**src/rtl/birrd_cmd_issuer.sv**
```systemverilog
// birrd_cmd_issuer
// Sequences per-beat network commands for a BIRRD reduction/redistribution
// network. A small command table is loaded while idle; a run then streams
// upstream beats into the network, attaching table[entry] to each beat and
// walking the table num_iter times. After the final beat the issuer keeps
// the network enabled for TOTAL_STAGE cycles so that beat can leave the
// pipeline, then pulses done.
//
// Handshake: an upstream beat transfers in a cycle where s_valid and s_ready
// are both 1. s_ready depends only on the FSM state (1 in RUN), never on
// s_valid, so the upstream side may hold or drop s_valid freely and a beat
// presented while s_ready=0 is simply not taken.
module birrd_cmd_issuer #(
    parameter int DATA_WIDTH     = 32,
    parameter int NUM_INPUT_DATA = 16,
    parameter int COMMAND_WIDTH  = 2,
    parameter int DEPTH          = 8,
    localparam int LEVEL            = $clog2(NUM_INPUT_DATA),
    localparam int TOTAL_STAGE      = 2 * LEVEL - 1,
    localparam int IN_COMMAND_WIDTH = COMMAND_WIDTH * TOTAL_STAGE,
    localparam int TOTAL_COMMAND    = (NUM_INPUT_DATA / 2) * IN_COMMAND_WIDTH,
    localparam int AW               = $clog2(DEPTH)
) (
    input  logic                                 clk,
    input  logic                                 rst,
    // command table configuration
    input  logic                                 cfg_we,
    input  logic [AW-1:0]                        cfg_addr,
    input  logic [TOTAL_COMMAND-1:0]             cfg_wdata,
    input  logic [AW:0]                          cfg_num_entries,
    input  logic [15:0]                          cfg_num_iter,
    input  logic                                 start,
    // upstream beat stream
    input  logic                                 s_valid,
    output logic                                 s_ready,
    input  logic [NUM_INPUT_DATA-1:0]            s_lane_valid,
    input  logic [NUM_INPUT_DATA*DATA_WIDTH-1:0] s_data,
    // network side
    output logic [NUM_INPUT_DATA-1:0]            o_valid,
    output logic [NUM_INPUT_DATA*DATA_WIDTH-1:0] o_data_bus,
    output logic                                 o_en,
    output logic [TOTAL_COMMAND-1:0]             o_cmd,
    // status
    output logic                                 busy,
    output logic                                 done,
    output logic                                 err,
    output logic [1:0]                           dbg_state_o
);

    localparam logic [1:0] ST_IDLE  = 2'd0;
    localparam logic [1:0] ST_RUN   = 2'd1;
    localparam logic [1:0] ST_DRAIN = 2'd2;

    localparam int DRAIN_W = $clog2(TOTAL_STAGE + 1);

    logic [1:0]                           state_q, state_d;
    logic [AW:0]                          num_entries_q, num_entries_d;
    logic [15:0]                          num_iter_q, num_iter_d;
    logic [AW-1:0]                        entry_q, entry_d;
    logic [15:0]                          iter_q, iter_d;
    logic [DRAIN_W-1:0]                   drain_q, drain_d;
    logic                                 done_q, done_d;
    logic                                 err_q, err_d;

    logic [TOTAL_COMMAND-1:0]             table_q [DEPTH];

    logic [NUM_INPUT_DATA-1:0]            o_valid_q;
    logic [NUM_INPUT_DATA*DATA_WIDTH-1:0] o_data_q;
    logic [TOTAL_COMMAND-1:0]             o_cmd_q;

    logic                                 hs;
    logic                                 cfg_ok;
    logic                                 last_entry;
    logic                                 last_iter;
    logic                                 table_we;

    // Handshake, config validity and end-of-table decodes
    always_comb begin
        hs         = s_valid && (state_q == ST_RUN);
        cfg_ok     = (cfg_num_entries != '0) &&
                     (cfg_num_entries <= (AW+1)'(DEPTH)) &&
                     (cfg_num_iter != 16'd0);
        last_entry = ({1'b0, entry_q} == (num_entries_q - 1'b1));
        last_iter  = (iter_q == (num_iter_q - 16'd1));
        table_we   = cfg_we && (state_q == ST_IDLE);
    end

    // Run control: state, table walk pointers, drain timer, done/err
    always_comb begin
        state_d       = state_q;
        num_entries_d = num_entries_q;
        num_iter_d    = num_iter_q;
        entry_d       = entry_q;
        iter_d        = iter_q;
        drain_d       = drain_q;
        done_d        = 1'b0;
        err_d         = err_q;

        // A table write attempted mid-run is dropped and flagged.
        if (cfg_we && (state_q != ST_IDLE)) begin
            err_d = 1'b1;
        end

        case (state_q)
            ST_IDLE: begin
                if (start) begin
                    if (cfg_ok) begin
                        num_entries_d = cfg_num_entries;
                        num_iter_d    = cfg_num_iter;
                        entry_d       = '0;
                        iter_d        = '0;
                        state_d       = ST_RUN;
                    end else begin
                        // Rejected run: report completion so a waiting host
                        // does not stall, and leave err set.
                        err_d  = 1'b1;
                        done_d = 1'b1;
                    end
                end
            end
            ST_RUN: begin
                if (hs) begin
                    if (last_entry) begin
                        entry_d = '0;
                        if (last_iter) begin
                            drain_d = '0;
                            state_d = ST_DRAIN;
                        end else begin
                            iter_d = iter_q + 16'd1;
                        end
                    end else begin
                        entry_d = entry_q + 1'b1;
                    end
                end
            end
            ST_DRAIN: begin
                // Keep the network enabled until the last beat has crossed
                // every stage.
                if (drain_q == DRAIN_W'(TOTAL_STAGE - 1)) begin
                    state_d = ST_IDLE;
                    done_d  = 1'b1;
                end else begin
                    drain_d = drain_q + 1'b1;
                end
            end
            default: begin
                state_d = ST_IDLE;
            end
        endcase
    end

    // Control registers
    always_ff @(posedge clk or posedge rst) begin
        if (rst) begin
            state_q       <= ST_IDLE;
            num_entries_q <= '0;
            num_iter_q    <= '0;
            entry_q       <= '0;
            iter_q        <= '0;
            drain_q       <= '0;
            done_q        <= 1'b0;
            err_q         <= 1'b0;
        end else begin
            state_q       <= state_d;
            num_entries_q <= num_entries_d;
            num_iter_q    <= num_iter_d;
            entry_q       <= entry_d;
            iter_q        <= iter_d;
            drain_q       <= drain_d;
            done_q        <= done_d;
            err_q         <= err_d;
        end
    end

    // Command table; reset contents are all-zero, i.e. pass-through commands
    always_ff @(posedge clk or posedge rst) begin
        if (rst) begin
            for (int i = 0; i < DEPTH; i++) begin
                table_q[i] <= '0;
            end
        end else if (table_we) begin
            table_q[cfg_addr] <= cfg_wdata;
        end
    end

    // Output stage: one-cycle registered copy of each accepted beat plus its
    // command; data/valid are zeroed on bubbles while the command is held.
    always_ff @(posedge clk or posedge rst) begin
        if (rst) begin
            o_valid_q <= '0;
            o_data_q  <= '0;
            o_cmd_q   <= '0;
        end else begin
            if (hs) begin
                o_valid_q <= s_lane_valid;
                o_data_q  <= s_data;
                o_cmd_q   <= table_q[entry_q];
            end else begin
                o_valid_q <= '0;
                o_data_q  <= '0;
            end
        end
    end

    // Status and state-derived outputs
    always_comb begin
        s_ready     = (state_q == ST_RUN);
        busy        = (state_q == ST_RUN) || (state_q == ST_DRAIN);
        o_en        = busy;
        done        = done_q;
        err         = err_q;
        o_valid     = o_valid_q;
        o_data_bus  = o_data_q;
        o_cmd       = o_cmd_q;
        dbg_state_o = state_q;
    end

endmodule

```
**config.mk**
```make
export PLATFORM = sky130hd
export DESIGN_NAME = birrd_cmd_issuer
export DESIGN_NICKNAME = d
export VERILOG_FILES = /design/src/rtl/birrd_cmd_issuer.sv
export SDC_FILE = /design/constraint.sdc
export NUM_CORES = 2
export LEC_CHECK = 0
export CORE_AREA = 2 2 507 509
export CTS_BUF_LIST = sky130_fd_sc_hd__clkbuf_4 sky130_fd_sc_hd__clkbuf_8
export DETAILED_ROUTE_END_ITERATION = 8
export DIE_AREA = 0 0 509 511
export MAX_ROUTING_LAYER = met4
export PLACE_DENSITY = 0.53
export SETUP_SLACK_MARGIN = 0.05
export SLEW_MARGIN = 20
export SYNTH_ARGS = -nofsm -noshare
export SYNTH_HDL_FRONTEND = slang
export SYNTH_SLANG_ARGS = --single-unit
```
**constraint.sdc**
```tcl
create_clock -name clk -period 150.1 [get_ports clk]
set_clock_uncertainty 0.1 [all_clocks]
set_input_delay 37.525 -clock clk [delete_from_list [all_inputs] [get_ports clk]]
set_output_delay 37.525 -clock clk [all_outputs]
set_load 0.02 [all_outputs]
```
[Word-level counts from Yosys, hierarchy flattened]
Cells that the tools add are included.
Cells by class
  add/subtract/negate cells: 5
  $mul: 0
  div/mod/pow operators: 0
  magnitude comparators: 4
  eq/ne operators: 13
  shift-type cells: 0
  muxes and demuxes: 39
  bitwise logic cells: 2
  reduce and logical (&&, ||, !) cells: 18
Operators by type and width (count)
  bitwise mux 896 bit: 1
  two-way mux 512 bit: 1
  binary-select mux 112 bit (select 3 bit): 1
  demux 112 bit (select 3 bit): 1
  two-way mux 112 bit: 3
  two-way mux 16 bit: 6
  one-hot mux 16 bit (2 select lines): 1
  two-way mux 3 bit: 8
  adder 16 x 1 -> 16 bit, second input constant: 1
  == test 16 bit: 1
  nonzero test 16 bit: 1
  subtractor 16 x 1 -> 16 bit, second input constant: 1
  two-way mux 2 bit: 6
  one-hot mux 3 bit (2 select lines): 2
  AND reduction 6 bit: 2
  != test 2 bit, second input constant: 5
  >= comparator 4 bit, second input constant: 2
  inverter 3 -> 4 bit: 2
  two-way mux 1 bit: 7
  adder 3 x 1 -> 3 bit, second input constant: 2
  logical AND 1 bit: 6
  != test 2 x 1 -> 1 bit, second input constant: 3
  one-hot mux 2 bit (3 select lines): 1
  nonzero test 2 bit: 3
  other kinds (14): 14
Storage, ports and cells
  flip-flop bits (word level): 1582
  bits in latches: 0
  bits in writable memories: 0
  bits in read-only memories: 0
  input bits: 668
  output and inout port bits: 647
  logic and storage cells: 100
  memories kept: 0

[Longest topological paths before layout]
  word-level depth: 6
  mapped depth: 12
  gate-level depth less buffers: 10

[Least setup slack after synthesis]
Ideal clock, no wire load.
  path kind: input to register
  start: in cfg_num_entries[0]
  end: reg iter_q[12]
  setup time: 0.078 ns
  arrival: 39.503 ns
  required time: 149.922 ns
  setup slack: 110.419 ns
  stages: 8
  buffers on the path: 0
  cells stage by stage: nor3_1 > xnor2_1 > nand3_1 > a211oi_1 > nand2_1 > or3_1 > or3_1 > a21oi_1
Between the ends
  longest elaborated chain between the ends: 5
  elaborated cells on any way between the ends: 6
  those cells by class: order compare: 1; eq/ne: 1; reduce/logical: 4
Ends and longest elaborated chain
  start: declaration: line 30  | input logic [AW:0] cfg_num_entries,
  <= comparator 4 bit or nonzero test 4 bit (tied branches): line 81, 80
  logical AND 1 bit *: line 80  | cfg_ok = (cfg_num_entries != '0) &&
  logical AND 1 bit *: line 81  | (cfg_num_entries <= (AW+1)'(DEPTH)) &&
  != test 2 bit (no line) *
  AND reduction 6 bit (no line) *
  end signal: assignment: line 168  | iter_q <= iter_d;
  end: declaration: line 60  | logic [15:0] iter_q, iter_d;
Every way passes the cells marked *; elsewhere a longest branch is shown, timed or not.
A chain may end at the register's enable or synchronous reset.

==> results_dict.tcl <==
set metrics [dict create \
    outcome "complete, no violations" \
    critPathKind "input pin to asynchronous set/reset pin" \
    core_um2 255000 \
    die_area_um2 260000 \
    netlist_top_cells_area "dfrtp_1, mux2_2, mux4_2, and3_1, mux2i_1" \
    worst_slew_pin_slew_ns 1.12 \
    post_synth_num_cell_types 61 \
    crit-reg2reg-launch "entry_q[2]" \
    setup-tns-final_ns 0 \
    post-place-ws_ns 107.12 \
    yosysSeqAreaShare_pct 62.6 \
    hold_path.class "register to register" \
    drive_above_1_share_pct 30.4 \
    cap_violations 0 \
    cts_made_buffers 310 \
    viasPerCell 4.70 \
    synth_seq_cells 1582 \
    syn_inst 4163 \
    die_h_um 511 \
    dp_hpwl_um 263000 \
    cts_hold_buffers 0 \
    synth-edff-count 0 \
    cts_max_path_buffers 4 \
    ys.flop_type "dfrtp_1" \
    synth_top_area_share_pct 62.6 \
    max_freq_mhz 23.9 \
    wl_um 337000 \
    hp-start "o_cmd[75]" \
    relSlewSlack_pct 25.3 \
    synth_top_family_by_area "multiplexers" \
    synth_xor_area_share_pct 0.277 \
    crit_path_max_fanout 173 \
    rows 186 \
    cts_resized 0 \
    yosysTopAreaCell "dfrtp_1" \
    synth.cell_area_um2 63300 \
    port_buffers 1314 \
    final-setup-viol-count 0 \
    slew_viol_final 0 \
    ys.warnings.count 0 \
    tritoncts "done" \
    post-route-period-util_pct 27.8 \
    crit_required_ns 150.89 \
    layout_setup_ws_ns 108.34 \
    grt_pass1_wl_um 439000 \
    nets 6217 \
    gp_congestion 1.03 \
    initial_core_util_pct 24.8 \
    ant_nets 0 \
    rsz0062_at_grt "false" \
    root_buffer "clkbuf_8" \
    cp_data_arrival_time_ns 42.54 \
    period_minus_slack_ns 41.76 \
    ir_drop_uv 9.93 \
    postCtsSetupBuffers 0 \
    synth_simple_gate_area_share_pct 7.11 \
    synth_fa_ha_area_share_pct 0.178 \
    wire_per_inst_um 35.9 \
    synth.area.mux_share_pct 26.1 \
    grt.overflow.total 0 \
    drcViolationCount 0 \
    fp.dieW_um 509 \
    final_area_um2 87100 \
    async_flop_share_pct 100 \
    grt_start_max_net_pins 192 \
    p_leak_uw 0.0377 \
    crit_path_end_kind "asynchronous set/reset pin" \
    crit_start "rst" \
    synth-compound-area-share_pct 1.67 \
    synth.avg_cell_area_um2 15.2 \
    area_growth_pct 37.7 \
    power.density_nw_per_um2 19.3 \
    grt_pass1_vias 44835 \
    clock_sink_count 1582 \
    io_pins 1315 \
    clk_latency_ns 1.03 \
    first_pass_iters 7 \
    syn_nets 4840 \
    vias 44062 \
    fill_cells 24834 \
    clk_pin_slew_ns 0.06 \
    cp-start-kind "input pin" \
    grt.total_usage_pct 26.1 \
    antenna_found_initial 292 \
    place_area_um2 80100 \
    final_hold_viol_count 0 \
    drt_iter0_markers 3761 \
    cts.htree.levels 5 \
]
==> layout make-up <==
type	instances	area, um2	area share, %
Timing Repair Buffer	1380	13800	15.9
Multi-Input combinational cell	2243	22400	25.8
Inverter	23	93.8	0.108
Clock buffer	475	6000	6.89
Sequential cell	1582	39600	45.5
Clock inverter	36	262	0.300
Antenna cell	259	648	0.744
Tap cell	3384	4230	4.86
==> registers in the layout (all words and copies together) (netlist names) <==
signal,flops
num_entries_q,4
o_valid,16
drain_q,3
done,1
dbg_state_o,2
o_data_bus,512
table_q,896
err,1
iter_q,16
num_iter_q,16
entry_q,3
o_cmd,112
==> critical path, stage by stage <==
cell             delay (ns)
clkdlybuf4s50_1        0.50
inv_8                  0.46
buf_12                 0.60
buf_4                  0.84
buf_12                 0.56
buf_12                 0.69
buf_4                  0.79
==> metrics by stage <==
stage	hold slack (ns)	power, uW	std cells	util, %
after floorplan	0.374	1010	4163	-
after global placement	0.365	1230	8610	31.4
after detailed placement	0.371	1250	8610	31.4
after CTS	0.386	1700	9121	33.8
after global routing	0.406	1770	9280	34.0
final	0.380	1680	9382	34.1
==> worst paths after layout <==
path | endpoint | slack [ns] | depth (start not counted)
setup / recovery | entry_q[1] | 108.34 | 7
hold / removal | o_cmd[75] | 0.38 | 2
setup reg to reg | iter_q[6] | 146.13 | 8
hold reg to reg | o_cmd[75] | 0.38 | 2
max in group clk | o_en | 109.65 | 3
min in group asynchronous | o_data_bus[271] | 36.91 | 2
==> cells in the final DEF, fill, tap and decap left out, drive strengths merged, types with 12 or more instances in the layout <==
cell type,instances
a21oi,12
and3,532
buf,67
clkbuf,475
clkdlybuf4s50,1313
clkinv,27
dfrtp,1582
diode,259
inv,25
mux2,918
mux2i,115
mux4,224
nand2,140
nand3,19
nor2,18
o21ai,119
xnor2,12
==> cell usage after synthesis, drive strengths merged, types with 12 or more instances <==
cell type,number
a21oi,12
and3,532
buf,50
clkbuf,265
dfrtp,1582
inv,23
mux2,918
mux2i,115
mux4,224
nand2,140
nand3,19
nor2,18
o21ai,119
xnor2,12
==> report_power, final <==
group          switching (uW)  internal (uW)
Clock                     191            256
Combinational             270            287
Sequential               94.2            587
==> cells by family (layout without fill, tap and decap cells) <==
logic type	after synthesis	after routing
compound gates	178	178
xor+xnor	20	20
fa+ha+maj	9	9
buf+inv	338	1914
flops	1582	1582
mux	1257	1257
other cells	0	259
simple gates	779	779
==> per-layer routing <==
metal,GRT usage [%],share of wire [%],up-vias
met2,38.6,45,1919
met4,7.66,3.4,0
met5,-,0,-
li1,-,-,18169
met1,34.0,43,23373
met3,8.36,8.7,601
Power figures use the tool's default switching activity.
